==> config.mk <==
export PLATFORM = sky130hd
export DESIGN_NAME = seven_seg_multi_driver
export DESIGN_NICKNAME = d
export VERILOG_FILES = /design/src/rtl/seven_seg_multi_driver.sv
export SDC_FILE = /design/constraint.sdc
export NUM_CORES = 1
export LEC_CHECK = 0
export ABC_CLOCK_PERIOD_IN_PS = 4600
export CELL_PAD_IN_SITES_DETAIL_PLACEMENT = 1
export CELL_PAD_IN_SITES_GLOBAL_PLACEMENT = 1
export CORE_ASPECT_RATIO = 1.4
export CORE_MARGIN = 2
export CORE_UTILIZATION = 43
export CTS_BUF_LIST = sky130_fd_sc_hd__clkbuf_16
export CTS_CLUSTER_SIZE = 28
export DETAILED_ROUTE_END_ITERATION = 7
export GPL_TIMING_DRIVEN = 0
export PLACE_DENSITY_LB_ADDON = 0.1
export SYNTH_ARGS = -nofsm -noshare
export SYNTH_HDL_FRONTEND = slang
export SYNTH_SLANG_ARGS = --single-unit
==> constraint.sdc <==
create_clock -name clk -period 4.6 [get_ports clk]
set_input_delay 0.69 -clock clk [delete_from_list [all_inputs] [get_ports clk]]
set_output_delay 0.69 -clock clk [all_outputs]
set_load 0.01 [all_outputs]
==> src/rtl/seven_seg_multi_driver.sv <==
// Multi-digit seven-segment driver: latches a packed nibble word on load and drives
// registered, active-low glyphs with leading-zero blanking, per-digit blink and enables.
module seven_seg_multi_driver #(
  parameter int NUM_DIGITS = 6,
  parameter bit HEX_MODE   = 1'b0,
  parameter bit LZ_BLANK   = 1'b1,
  parameter int BLINK_DIV  = 25_000_000
) (
  input  logic                    clk,
  input  logic                    reset_n,
  input  logic                    load,
  input  logic [4*NUM_DIGITS-1:0] value,
  input  logic [NUM_DIGITS-1:0]   blink_mask,
  input  logic [NUM_DIGITS-1:0]   digit_en,
  output logic [7*NUM_DIGITS-1:0] hex_segs,
  output logic                    bad_digit,
  output logic                    updated
);

  localparam int                CNT_W   = (BLINK_DIV > 2) ? $clog2(BLINK_DIV) : 1;
  localparam logic [CNT_W-1:0]  CNT_MAX = CNT_W'(BLINK_DIV - 1);
  localparam logic [6:0]        SEG_BLANK = 7'b1111111;

  // Load handshake: load has no back-pressure; every cycle with load=1 is captured into
  // value_q on that edge, and updated pulses for exactly one cycle on the following edge,
  // which is the edge where hex_segs and bad_digit first reflect the new word.
  logic [4*NUM_DIGITS-1:0] value_q;
  logic                    load_pend;
  logic [CNT_W-1:0]        blink_cnt;
  logic                    blink_phase;

  logic [NUM_DIGITS-1:0]   lz_blank;
  logic [NUM_DIGITS-1:0]   invalid;
  logic [NUM_DIGITS-1:0]   blank;
  logic [7*NUM_DIGITS-1:0] segs_next;
  logic                    bad_next;

  function automatic logic [6:0] glyph(input logic [3:0] code);
    logic [6:0] g;
    case (code)
      4'h0:    g = 7'b1000000;
      4'h1:    g = 7'b1111001;
      4'h2:    g = 7'b0100100;
      4'h3:    g = 7'b0110000;
      4'h4:    g = 7'b0011001;
      4'h5:    g = 7'b0010010;
      4'h6:    g = 7'b0000010;
      4'h7:    g = 7'b1111000;
      4'h8:    g = 7'b0000000;
      4'h9:    g = 7'b0010000;
      4'hA:    g = 7'b0001000;
      4'hB:    g = 7'b0000011;
      4'hC:    g = 7'b1000110;
      4'hD:    g = 7'b0100001;
      4'hE:    g = 7'b0000110;
      default: g = 7'b0001110;
    endcase
    return g;
  endfunction

  // Leading-zero scan runs on the latched word only, so disabled digits still count.
  always_comb begin
    logic seen_nz;
    seen_nz  = 1'b0;
    lz_blank = '0;
    for (int i = NUM_DIGITS - 1; i >= 0; i--) begin
      if (value_q[4*i +: 4] != 4'h0) seen_nz = 1'b1;
      lz_blank[i] = LZ_BLANK && !seen_nz && (i != 0);
    end
  end

  always_comb begin
    invalid   = '0;
    blank     = '0;
    segs_next = '0;
    for (int i = 0; i < NUM_DIGITS; i++) begin
      invalid[i] = !HEX_MODE && (value_q[4*i +: 4] > 4'd9);
      blank[i]   = !digit_en[i] || lz_blank[i] || (blink_phase && blink_mask[i]) ||
                   invalid[i];
      segs_next[7*i +: 7] = blank[i] ? SEG_BLANK : glyph(value_q[4*i +: 4]);
    end
    bad_next = |invalid;
  end

  always_ff @(posedge clk) begin
    if (!reset_n) begin
      value_q     <= '0;
      load_pend   <= 1'b0;
      blink_cnt   <= '0;
      blink_phase <= 1'b0;
      hex_segs    <= '1;
      bad_digit   <= 1'b0;
      updated     <= 1'b0;
    end else begin
      if (load) value_q <= value;
      load_pend <= load;
      updated   <= load_pend;
      hex_segs  <= segs_next;
      bad_digit <= bad_next;
      // Free-running blink timebase; the phase flips on the wrap edge.
      if (blink_cnt == CNT_MAX) begin
        blink_cnt   <= '0;
        blink_phase <= ~blink_phase;
      end else begin
        blink_cnt <= blink_cnt + 1'b1;
      end
    end
  end

endmodule
# After elaboration in Yosys (flattened, before gate mapping)
# Memories as Yosys holds them, arrays and structs flattened. A register that Yosys moved wholly into a read port is not among the register bits.
# Index checks and enable logic that the tools add are counted.
# totals
word_cells	74
in_bits	39
memories	6
regBits	53
mem_bits_ro	672
output_inout_bits	44
# mem_list
name	words	word_bits	read_ports	rd_ports_with_merged_regs	wr	line_no	rtl
(name not given)	16	7	1	1	0	40	case (code)
(name not given)	16	7	1	1	0	40	
(name not given)	16	7	1	1	0	40	
(name not given)	16	7	1	1	0	40	
(name not given)	16	7	1	1	0	40	
(name not given)	16	7	1	1	0	40	
# classes
bitwise_logic	2
order_cmp	6
reduce_logical	47
addsub	1
eq_ne	1
n_mux	5
# ops
op	n
25-bit by 1-bit adder with 25-bit output, second input constant	1
25-bit == test, second input constant	1
4-bit greater-than comparator, second input constant	6
4-bit nonzero test	5
1-bit logical OR	17
2-bit OR reduction	7
1-bit zero test	11
1-bit logical AND	6
6-bit OR reduction	1
1-bit 2-to-1 mux	5
1-bit NOT	2

# Longest topological paths before layout
# logic_depth
word_depth	11
mapped_depth	7
depth_no_buf	6

# Least setup slack after synthesis
# Ideal clock, no wire load.
# synth_timing
path_type	input port to flip-flop
startpoint	input port reset_n
endpoint	register hex_segs[37]
path_buffers	1
required_ns	4.439
cell_stages	4
setup_time_ns	0.161
arrival_ns	1.600
slack_ns	2.839
cell_sequence	buf_2 -> nand3_1 -> nor3b_1 -> o221ai_1
# synth_via
elab_chain_len	2
# synth_lines
item	line_no	rtl
start, declared	10	input logic reset_n,
1-bit NOT (no line)	--	
2-bit OR reduction (no line)	--	
end, declared	15	output logic [7*NUM_DIGITS-1:0] hex_segs,
# Every way passes these cells.
# A chain may end at the register's enable or synchronous reset.

# Worst setup path after layout
# Ends and elaborated chain as after synthesis.

==> results.md <==
* Outcome: finished, final reports clean
* Final Cell Area at 0.00594 sq mm
* Yosys warnings at 0
* Final hold violation count at 0
* Number of nets in the finished design at a little under 700
* Power density normalized to cell area at 333 mW/mm^2
* Max_cap viols at 0
* Boundary pin count at 83
* Worst setup timing slack at the placement stage at 1.78 ns
* Post-CTS Setup Bufs at 0
* Main flop type after synthesis: sky130_fd_sc_hd__dfxtp_1
* Share of post-route cells with drive strength above 1 at under 10%
* Vias in the first global route at 4,399
* Overall power of the completed layout at 0.00197 W
* Largest clock skew in the final design at roughly 0.0046 ns
* Area share of the largest cell type after synthesis at slightly above 40%
* Max-slew violation count at 0
* Total Die Area at 0.0117 sq mm
* Slowest library cell on the worst path: sky130_fd_sc_hd__nor3b_1
* Gate count of the mapped netlist at 519
* # resized after CTS at 0
* Number of optimization iterations in the first detailed-route pass at 4
* Slew at the pin closest to its max-slew limit at 0.865 ns
* CTS Root Cell: sky130_fd_sc_hd__clkbuf_16
* Detailed Route WL at 12.5 mm
* Global-route total usage across every layer at 22.4%
* Max-slew headroom at 42.2%
* Number of buffers on the longest clock path at 2
* Setup CP Type: input port to flop
* Worst hold path type: flop to flop
* Hold endpoint: updated
* Total negative slack for setup checks at 0 ns
* Crit start category: input port
* Number of input and output port buffers inserted at 81
* Part of the Yosys area used for sequential elements at between 40% and 50%
* Detailed-placement wirelength estimate at 9.35 mm
* Syn nets at 591
* Kind of capture point of the worst setup path: flop
* Final setup fails at 0
* Achievable Freq at 408 MHz
* Fraction of power consumed by combinational cells at between 10 and 15%
* Site row count at 44
* Detailed-route vias per instance at 5.47
* Number of antenna violations at the first check in global routing at 0
* Beginning of the worst hold path: load_pend
* Setup repair after global routing missed its margin: no
* Via total after detailed routing at 4,122
* Number of cell instances on the worst register-to-register path at 6
* Pin count of the biggest net entering global routing at 16
* CTS Hold Buffers Added at 0
* Initial standard-cell utilization of the core at between 40% and 50%
* DRT antenna net count at 0
* Most area-hungry cell type in the Yosys netlist: sky130_fd_sc_hd__dfxtp_1
* Final Worst Setup Slack at around 2.1 ns
* Largest cells by area after synthesis: sky130_fd_sc_hd__dfxtp_1, sky130_fd_sc_hd__ha_1, sky130_fd_sc_hd__mux2i_1
* Hold Crit Depth at 1
* Peak supply drop at 0.197 mV
* Launch instance of the worst register-to-register path: value_q[21]
* CTS tree: yes
* Average cell area after synthesis at about 9 sq um
* CP Cell Sequence: clkdlybuf4s50_1 -> buf_2 -> nand3_1 -> nor3b_1 -> o221ai_1
* Standby leakage power at around 2.3 nW
* Register-to-register setup slack at 2.40 ns
* Switching power at roughly 0.00049 W
* Clock transition time at the flip-flop clock pins of the worst setup and hold paths at 0.06 ns
* Wire length of the first global-routing pass at 21.1 mm
* Crit path max fanout at 10
* Async set or reset register ratio after synthesis at 0%
* Clk Latency, worst-skew pair at 0.35 ns
* Min cycle time layout at 2.45 ns
* Reg-to-reg critical path endpoint: hex_segs[37]
* Required time reported for the critical path endpoint at 4.77 ns
* Share of power burned in the clock network at 40.1%
* Number of flip-flops and latches in the synthesized netlist at 95
* Delay of the slowest cell on the worst path at 0.73 ns
* Number of levels the H-tree was split into at 3
* Final routed DRC violation total at 0
* Number of synthesized flops with an enable pin at 0
* Layout overhead on the synthesized area at 27.9%
* Horizontal die dimension at 91.8 um
* Switching power share of the total at between 20% and 30%
* Int Power at around 0.0015 W
* Average wire per cell in the routed design at 16.6 um
* Sequential power share at 45.2%
* Cell area after placement at 0.00562 sq mm
* Period Utilization, post-route at 53.3%
* Combined area of all synthesized cells at 0.00464 sq mm
* Die span in y at ~130 um
* Worst path arrival time at between 2 and 3 ns
* Clk sinks at 95
* Cell variety after synth at 52
* Initial DRC count at 166
* GP Congestion at 0.860
* TritonCTS buffer count at 9
* Core outline area at approximately 0.010 sq mm
* Global route overflow at 0
* Antenna Diode Count at 0
Yosys cell counts (all sizes together) (4+ instances only):
library cell	n
o211ai	18
buf	8
o311ai	17
nand2b	13
nand4	7
a21o	6
o21ai	27
and3	5
xor2	7
or3	6
inv	25
and4	7
mux2i	27
nand3	17
nor2	56
or4	5
a32oi	4
clkbuf	21
o31ai	5
ha	33
dfxtp	95
a21oi	19
nand2	49
logic make-up after synthesis:
| kind of cell | after synthesis | synth area share, % |
|---|---|---|
| AO/OA/AOI/OAI | 116 | 17.6 |
| XOR/XNOR | 10 | 1.89 |
| adder cells (fa/ha/maj) | 33 | 8.90 |
| buffers and inverters | 54 | 4.91 |
| flip-flops | 95 | 41.0 |
| multiplexers | 30 | 6.55 |
| AND/OR/NAND/NOR | 181 | 19.2 |
worst max-delay path by stage:
stage,from,to,slack (ns),cells past startpoint
global route,reset_n,hex_segs[37],1.99,5
finish,reset_n,hex_segs[37],2.15,5
detailed placement,reset_n,hex_segs[37],1.78,5
floorplan,reset_n,hex_segs[37],2.84,4
CTS,reset_n,hex_segs[37],2.11,5
global placement,reset_n,hex_segs[37],1.87,5
layout by cell type (no fill, tap or decap), drive strengths merged, types with 5 or more instances in the layout:
| cell type | netlist | routed |
|---|---|---|
| clkdlybuf4s50 | 0 | 81 |
| xor2 | 7 | 7 |
| buf | 8 | 8 |
| dfxtp | 95 | 95 |
| o31ai | 5 | 5 |
| a21o | 6 | 6 |
| clkbuf | 21 | 30 |
| nand2 | 49 | 49 |
| or3 | 6 | 6 |
| ha | 33 | 33 |
| inv | 25 | 25 |
| o21ai | 27 | 27 |
| and3 | 5 | 5 |
| a21oi | 19 | 19 |
| and4 | 7 | 7 |
| nand4 | 7 | 7 |
| nand2b | 13 | 13 |
| nor2 | 56 | 56 |
| mux2i | 27 | 27 |
| o211ai | 18 | 18 |
| nand3 | 17 | 17 |
| o311ai | 17 | 17 |
| or4 | 5 | 5 |
power by group through the flow:
| stage | Sequential (W) | Combinational [W] | Clock, W |
|---|---|---|---|
| 2_1_floorplan | 0.000919 | 0.000141 | 0 |
| 3_3_place_gp | 0.000909 | 0.000279 | 0 |
| 3_5_place_dp | 0.000911 | 0.000290 | 0 |
| 4_1_cts | 0.000893 | 0.000293 | 0.000810 |
| 5_1_grt | 0.000898 | 0.000322 | 0.000842 |
| 6_report | 0.000893 | 0.000290 | 0.000791 |
layer usage:
metal  vias to the layer above  part of all wire [%]  global-route usage [%]
met5                         -                     0                       0
met4                         0                   2.3                    9.31
met3                        19                   4.2                    4.81
met2                        80                    53                    41.3
met1                      1992                    40                    24.5
li1                       2031                     -                       -
per-stage QoR:
stage                     hold slack (ns)  cells  utilization [%]
final                               0.442    753             56.7
after global routing                0.462    753             56.7
after CTS                           0.446    753             56.7
after detailed placement            0.428    738             53.8
after global placement              0.423    738             53.8
after floorplan                     0.411    519                -
critical path, delay by kind of cell:
family                 cells  cell delay, ns
AND/OR/NAND/NOR            2            0.88
buffers and inverters      2            0.77
AO/OA/AOI/OAI              1            0.27
registers in the layout, summed over array words and instances (netlist names):
register	cells
bad_digit	1
blink_cnt	25
blink_phase	1
hex_segs	42
load_pend	1
updated	1
value_q	24
final cells by class:
type | instances | area (sq um)
tap | 138 | 173
timing repair buffer | 81 | 811
clock inverter | 6 | 86.3
clock buffer | 9 | 225
multi-input combinational | 370 | 2510
fill | 1227 | 4520
sequential | 95 | 1900
buffer | 29 | 134
inverter | 25 | 93.8
(Power assumes the default switching activity.)
